### src/rtl/tick_scheduler.sv
// rtl/tick_scheduler.sv - clock-enable scheduler: pixel enable plus programmable game-step tick
//
// Purpose: single-clock-domain enable generator. pix_en pulses every PIX_DIV
// cycles. tick pulses once per programmed period while running, or once per
// step request. The period is reconfigured through a valid/ready handshake and
// takes effect without truncating or stretching an interval already in flight.
//
// Ports:
//   clk         in   1      system clock, all logic on posedge
//   rst_n       in   1      synchronous active-low reset
//   run         in   1      level, 1 = tick continuously
//   step        in   1      pulse, in IDLE produce exactly one tick
//   cfg_valid   in   1      new period offered
//   cfg_period  in   CNT_W  offered period in cycles (0 treated as 1)
//   cfg_ready   out  1      no period update pending
//   pix_en      out  1      1-cycle pulse every PIX_DIV cycles
//   tick        out  1      1-cycle game-step pulse
//   tick_cnt    out  16     ticks issued since reset (wraps)
//   state       out  2      00 IDLE, 01 RUN, 10 STEP

module tick_scheduler #(
    parameter int CNT_W          = 27,
    parameter int DEFAULT_PERIOD = 100000000,
    parameter int PIX_DIV        = 4
) (
    input  logic             clk,
    input  logic             rst_n,
    input  logic             run,
    input  logic             step,
    input  logic             cfg_valid,
    input  logic [CNT_W-1:0] cfg_period,
    output logic             cfg_ready,
    output logic             pix_en,
    output logic             tick,
    output logic [15:0]      tick_cnt,
    output logic [1:0]       state
);

    localparam int PIX_W = (PIX_DIV > 2) ? $clog2(PIX_DIV) : 1;

    typedef enum logic [1:0] {
        S_IDLE = 2'b00,
        S_RUN  = 2'b01,
        S_STEP = 2'b10
    } state_t;

    state_t             state_q, state_d;
    logic [CNT_W-1:0]   cnt_q, cnt_d;
    logic [CNT_W-1:0]   period_q, period_d;
    logic [CNT_W-1:0]   pend_val_q, pend_val_d;
    logic               pend_q, pend_d;
    logic               tick_q, tick_d;
    logic [15:0]        tick_cnt_q, tick_cnt_d;
    logic [PIX_W-1:0]   pix_cnt_q, pix_cnt_d;
    logic               pix_en_q, pix_en_d;
    logic               terminal;
    logic               pix_last;

    // period_q is never 0, so period_q-1 cannot underflow.
    assign terminal = (cnt_q == period_q - CNT_W'(1));
    assign pix_last = (pix_cnt_q == PIX_W'(PIX_DIV - 1));

    // State register (all registered state lives here)
    always_ff @(posedge clk) begin
        if (!rst_n) begin
            state_q    <= S_IDLE;
            cnt_q      <= '0;
            period_q   <= CNT_W'(DEFAULT_PERIOD);
            pend_val_q <= '0;
            pend_q     <= 1'b0;
            tick_q     <= 1'b0;
            tick_cnt_q <= '0;
            pix_cnt_q  <= '0;
            pix_en_q   <= 1'b0;
        end else begin
            state_q    <= state_d;
            cnt_q      <= cnt_d;
            period_q   <= period_d;
            pend_val_q <= pend_val_d;
            pend_q     <= pend_d;
            tick_q     <= tick_d;
            tick_cnt_q <= tick_cnt_d;
            pix_cnt_q  <= pix_cnt_d;
            pix_en_q   <= pix_en_d;
        end
    end

    // Next-state logic
    always_comb begin
        state_d    = state_q;
        cnt_d      = cnt_q;
        tick_d     = 1'b0;
        period_d   = period_q;
        pend_d     = pend_q;
        pend_val_d = pend_val_q;

        case (state_q)
            S_IDLE: begin
                cnt_d = '0;
                if (run)       state_d = S_RUN;
                else if (step) state_d = S_STEP;
            end
            S_RUN: begin
                // Dropping run beats a terminal count on the same edge.
                if (!run) begin
                    state_d = S_IDLE;
                    cnt_d   = '0;
                end else if (terminal) begin
                    cnt_d  = '0;
                    tick_d = 1'b1;
                end else begin
                    cnt_d = cnt_q + CNT_W'(1);
                end
            end
            S_STEP: begin
                // Runs to completion; run/step are ignored until back in IDLE.
                if (terminal) begin
                    cnt_d   = '0;
                    tick_d  = 1'b1;
                    state_d = S_IDLE;
                end else begin
                    cnt_d = cnt_q + CNT_W'(1);
                end
            end
            default: begin
                state_d = S_IDLE;
                cnt_d   = '0;
            end
        endcase

        // A pending period is only swapped in at an interval boundary: any edge
        // while idle, or the edge that issues a tick while counting.
        if (pend_q) begin
            if (state_q == S_IDLE || tick_d) begin
                period_d = pend_val_q;
                pend_d   = 1'b0;
            end
        end else if (cfg_valid) begin
            pend_d     = 1'b1;
            pend_val_d = (cfg_period == '0) ? CNT_W'(1) : cfg_period;
        end

        tick_cnt_d = tick_d ? tick_cnt_q + 16'd1 : tick_cnt_q;
        pix_cnt_d  = pix_last ? '0 : pix_cnt_q + PIX_W'(1);
        pix_en_d   = pix_last;
    end

    // Output logic
    always_comb begin
        cfg_ready = ~pend_q;
        pix_en    = pix_en_q;
        tick      = tick_q;
        tick_cnt  = tick_cnt_q;
        state     = state_q;
    end

endmodule

### config.mk
export PLATFORM = sky130hd
export DESIGN_NAME = tick_scheduler
export DESIGN_NICKNAME = d
export VERILOG_FILES = /design/src/rtl/tick_scheduler.sv
export SDC_FILE = /design/constraint.sdc
export NUM_CORES = 1
export LEC_CHECK = 0
export CAP_MARGIN = 20
export CELL_PAD_IN_SITES_DETAIL_PLACEMENT = 0
export CELL_PAD_IN_SITES_GLOBAL_PLACEMENT = 2
export CORE_ASPECT_RATIO = 1.1
export CORE_MARGIN = 3
export CORE_UTILIZATION = 35
export DETAILED_ROUTE_END_ITERATION = 12
export GPL_ROUTABILITY_DRIVEN = 1
export PLACE_DENSITY = 0.77
export SLEW_MARGIN = 10
export SYNTH_ARGS = -nofsm -noshare
export SYNTH_HDL_FRONTEND = slang
export SYNTH_SLANG_ARGS = --single-unit
### constraint.sdc
create_clock -name clk -period 3.05 [get_ports clk]
set_input_delay 0.61 -clock clk [delete_from_list [all_inputs] [get_ports clk]]
set_output_delay 0.61 -clock clk [all_outputs]
set_load 0.01 [all_outputs]
* Word level (Yosys, flattened, before mapping)
Index checks and enable logic that the tools add are counted.
** Storage, ports and cells
- Output and inout bits :: 21
- Register bits after elaboration :: 104
- Logic and storage cells :: 44
- Input port bits :: 32
** Operators by class
- $add $sub $neg :: 4
- Bitwise gates (word level) :: 2
- Reductions and logical operators :: 7
- Muxes and demuxes :: 15
- Eq/ne operators :: 7
** Operator list (count)
- $mux W27 :: 3
- $pmux W27 S2 :: 1
- $add A27 B1 Y27 const B :: 1
- $eq A27 B27 Y1 :: 1
- $logic_not A27 Y1 :: 1
- $sub A27 B1 Y27 const B :: 1
- $add A16 B1 Y16 const B :: 1
- $mux W2 :: 4
- $pmux W2 S3 :: 1
- $mux W1 :: 5
- $eq A2 B2 Y1 const B :: 2
- $ne A2 B2 Y1 const B :: 2
- $reduce_and A2 Y1 :: 2
- $ne A3 B3 Y1 const B :: 1
- $reduce_and A3 Y1 :: 1
- $add A2 B1 Y2 const B :: 1
- $eq A2 B1 Y1 const B :: 1
- $logic_not A2 Y1 :: 1
- $not A1 Y1 :: 2
- $pmux W1 S2 :: 1
- $reduce_or A2 Y1 :: 1
- $logic_or A1 B1 Y1 :: 1

* Longest topological paths before layout
- Word-level depth :: 8
- Depth in mapped cells :: 13
- Gate-level depth less buffers :: 10

* Worst setup path before layout
Ideal clock, no wire load.
- Kind :: register -> register
- From :: register period_q[3]
- To :: register period_q[10]
- Setup time :: 72 ps
- Stages on the path, launching flop included :: 12
- Clock period less this slack :: 2645 ps
- Buffers on the path :: 3
- Arrival :: 2573 ps
- Data required time :: 2978 ps
- Setup slack :: 405 ps
- Cells stage by stage :: dfxtp_1 buf_6 nor4_4 nand2_2 o41ai_2 nand3_1 nor4_2 nand2_1 o41ai_2 buf_4 buf_6 mux2i_1
** Between the ends
- Cells in the longest elaborated chain, start to end :: 7
** RTL lines
- start: declaration :: line 49 : logic [CNT_W-1:0] period_q, period_d;
- start signal: assignment :: line 68 : period_q <= CNT_W'(DEFAULT_PERIOD);
- start signal: assignment :: line 78 : period_q <= period_d;
- $sub A27 B1 Y27 (*) :: line 60 : assign terminal = (cnt_q == period_q - CNT_W'(1));
- $eq A27 B27 Y1 (*) :: line 60
- $mux W1 (*) :: line 108, 117
- $mux W1 :: line 105 : if (!run) begin
- $pmux W1 S2 (*) :: line 97 : case (state_q)
- $logic_or A1 B1 Y1 (*) :: line 134 : if (state_q == S_IDLE || tick_d) begin
- $reduce_and A2 Y1 (no line) (*)
Mark *: on every way between the ends. The rest lies on a longest branch, timed or not.
A chain may end at the register's enable or synchronous reset.

* Worst setup path in the final report
- From :: register period_q[2]
- To :: register period_q[16]
Same word-level chain as after synthesis.

==> qor.yml <==
logic_synthesis:
  synth_flop_cell: "dfxtp_1"
  synth_xor_area_share_pct: 8.713
  synthSimpleGateAreaFrac_pct: 29.98
  synth-seq-cells: 104
  synth_top_area_share_pct: 36.99
  synth_compound_area_share_pct: 12.58
  ys_warn_count: 0
  synth_edf_count: 0
  synthAdderAreaFrac_pct: 1.556
  synth_top_family_by_area: "simple AND/OR/NAND/NOR gates"
  synth_cell_types: 59
  syn_nets: 705
  synthMuxAreaShare_pct: 6.046
  synth_area_mm2: 0.005629
  synthTopCellsByArea: "dfxtp_1, nand2_1, mux2i_1, xor2_1, xnor2_1"
  seq_area_frac_synth_pct: 36.99
  synth_largest_area_cell: "dfxtp_1"
  synth-async-reset-ratio_pct: 0
  synthCells: 666
  avgSynthCellArea_um2: 8.452
critical_path:
  crit_path_max_incr_delay_ns: 0.43
  crit_family: "simple AND/OR/NAND/NOR gates"
  critPathKind: "reg2reg"
  crit_arrival_ns: 3.19
  reg2reg_from: "period_q[2]"
  setup.worst_path.start: "period_q[2]"
  crit_slowest_cell: "o41ai_2"
  required_ns: 3.34
  crit_chain: "nor4_4 > nand2_2 > o41ai_2 > nand3_1 > nor4_2 > nand2_1 > o41ai_4 > buf_12 > mux2i_1"
  endpoint_kind: "flop"
  path_max_fanout: 28
  crit_buf_inv: 1
  critPathLaunchType: "flop"
sta:
  rsz0062_at_grt: "true"
  slew_headroom_pct: 37.64
  max_freq_mhz: 344.5
  fin_crit_sh_pct: 95.16
  slew_viol_final: 0
  hold_viol_final: 0
  min_period_ns: 2.902
  tns_ns: 0
  worst_pin_slew_ns: 0.9331
  skew_ns: 0.01030
  hold_ws_ns: 0.4343
  setup_viol: 0
power_and_ir_drop:
  total_power_mw: 3.155
  ir_drop_v: 0.0002650
  power_leakage_nw: 2.368
  powerDensity_mw_per_mm2: 462.8
floorplanning:
  core_area_mm2: 0.01574
  io_pins: 53
  die-area_mm2: 0.01764
  start_util_pct: 35.77
  die_h_um: 139.0
  rows: 48
  die_w_um: 126.9
finish:
  final_cell_area_mm2: 0.006818
  areaGrowthSynthToFinish_pct: 21.12
  nFillCells: 1607
  multi_input_comb_area_mm2: 0.003411
  antenna_cells: 0
  layout-drive-gt1-share_pct: 9.583
  final_nets: 754
  regArea_mm2: 0.002085
placement:
  hpwl_mm: 10.10
  gp_congestion: 0.9121
  placed_cell_area_mm2: 0.006409
  portBuffers: 52
route:
  ant_nets: 0
  finalWirelength_mm: 13.81
  vias: 4783
  drc: 0
  drtIter0Drc: 345
  wl_per_cell_um: 15.01
  drt_pre_antenna_iters: 5
  vias_per_cell: 5.199
job:
  cap_violations: 0
clocking:
  cts_buffers: 9
  cts.sinks: 104
  clockBufferDepth: 2
  cts_tree: "built"
  insertion_delay_ns: 0.36
  cts_root_buf: "clkbuf_16"
  htreeDepth: 3
  hold_buffers: 0
  clkTransAtPathRegs_ns: 0.08
global_routing:
  grt_pass1_vias: 4678
  grt_max_degree: 106
  grt_use_total_pct: 16.18
  grt_first_pass_wirelength_mm: 23.49
  antenna_found_initial: 0
  grt.overflow.total: 0
worst_hold_path:
  hp-start: "pix_cnt_q[0]"
  worstHoldPathType: "reg2reg"
outcome:
  status: "complete, no violations"
## worst paths after layout
kind                            cells after the start            to  slack, ns
worst max-delay path                                9  period_q[16]       0.15
worst min-delay path                                1  pix_cnt_q[0]       0.43
worst max register to register                      9  period_q[16]       0.15
worst min register to register                      1  pix_cnt_q[0]       0.43
## Yosys cell counts, types with 8 or more instances
cell type  number
nand4_1        11
inv_1          12
o41ai_1         8
mux2i_1        34
nor2_1         51
nor3_1         13
xnor2_1        26
nor4_1         11
clkbuf_1       24
nand3_1        25
xor2_1         30
a21boi_0       26
nor2b_1        26
o311ai_0        8
nand2_1       118
nand2b_1       14
dfxtp_1       104
and3_1         13
## cells by family after synthesis
group,count (synthesis)
adders and majority gates,7
muxes,34
xor gates and xnor gates,56
and+or+nand+nor,326
buffers and inverters,48
DFF,104
AOI/OAI and AO/OA,91
## report_power, final
group | switching, mW | leakage, nW | internal [mW]
clock network | 0.552 | 0.148 | 0.646
logic | 0.250 | 1.37 | 0.226
registers | 0.0655 | 0.847 | 1.42
## flip-flops by register name, summed over array words and instances (netlist names)
register / count
cnt_q: 27
pend_q: 1
pend_val_q: 27
period_q: 27
pix_cnt_q: 2
pix_en: 1
state: 2
tick: 1
tick_cnt: 16
## worst register-to-register path: cells and delay by family, from the launching register on
family	cells	cell delay, ns
simple gates	5	1.31
compound gates	2	0.71
flops	1	0.34
buf+inv	1	0.26
mux	1	0.23
## metrics by stage
step | setup slack (ns) | util (%) | cells
finish | 0.1476 | 43.33 | 920
global route | -0.04049 | 43.33 | 920
CTS | 0.001994 | 42.77 | 918
detailed placement | -0.08524 | 40.73 | 902
global placement | -0.01219 | 40.73 | 902
floorplan | 0.4050 | - | 666
## what timing repair did
action / in CTS / in global routing
buffers inserted: 0 / 2
gates cloned: 0 / 0
endpoints found under the hold margin: 0 / 0
setup endpoints to repair: 36 / 74
gates resized for setup: 3 / 21
pin swaps: 0 / 5
## final cells by class
class,instances,share of cell area [%]
multi-input combinational,514,50.03
inverter,12,0.6607
clock inverter,7,1.119
clock buffer,9,3.303
sequential,104,30.57
tap,200,3.670
timing repair buffer,74,10.64
## per-layer routing
layer	part of all wire (%)	routed length, µm	up-vias	GRT usage (%)
met4	1.6	216	0	4.574
li1	-	-	2435	-
met3	4.0	558	16	3.775
met5	0	0	-	0
met2	45	6244	92	24.36
met1	49	6790	2240	23.10
## cells in the final DEF (no fill, tap or decap), drive strengths merged, types with 5 or more instances in the layout
master         instances
and3                  13
nand2                119
a21oi                  6
o211ai                 6
nand4b                 5
clkbuf                 9
and2                   6
nand2b                14
and4                   7
nor3                  13
inv                   15
nor4                  18
dfxtp                104
o311ai                 8
xor2                  30
nand4                 12
o21ai                  6
o41ai                 10
nor2                  52
nand3                 26
clkdlybuf4s50         51
a21boi                26
buf                   23
xnor2                 26
nor2b                 26
mux2i                 34
ha                     7
(Power assumes the default switching activity.)
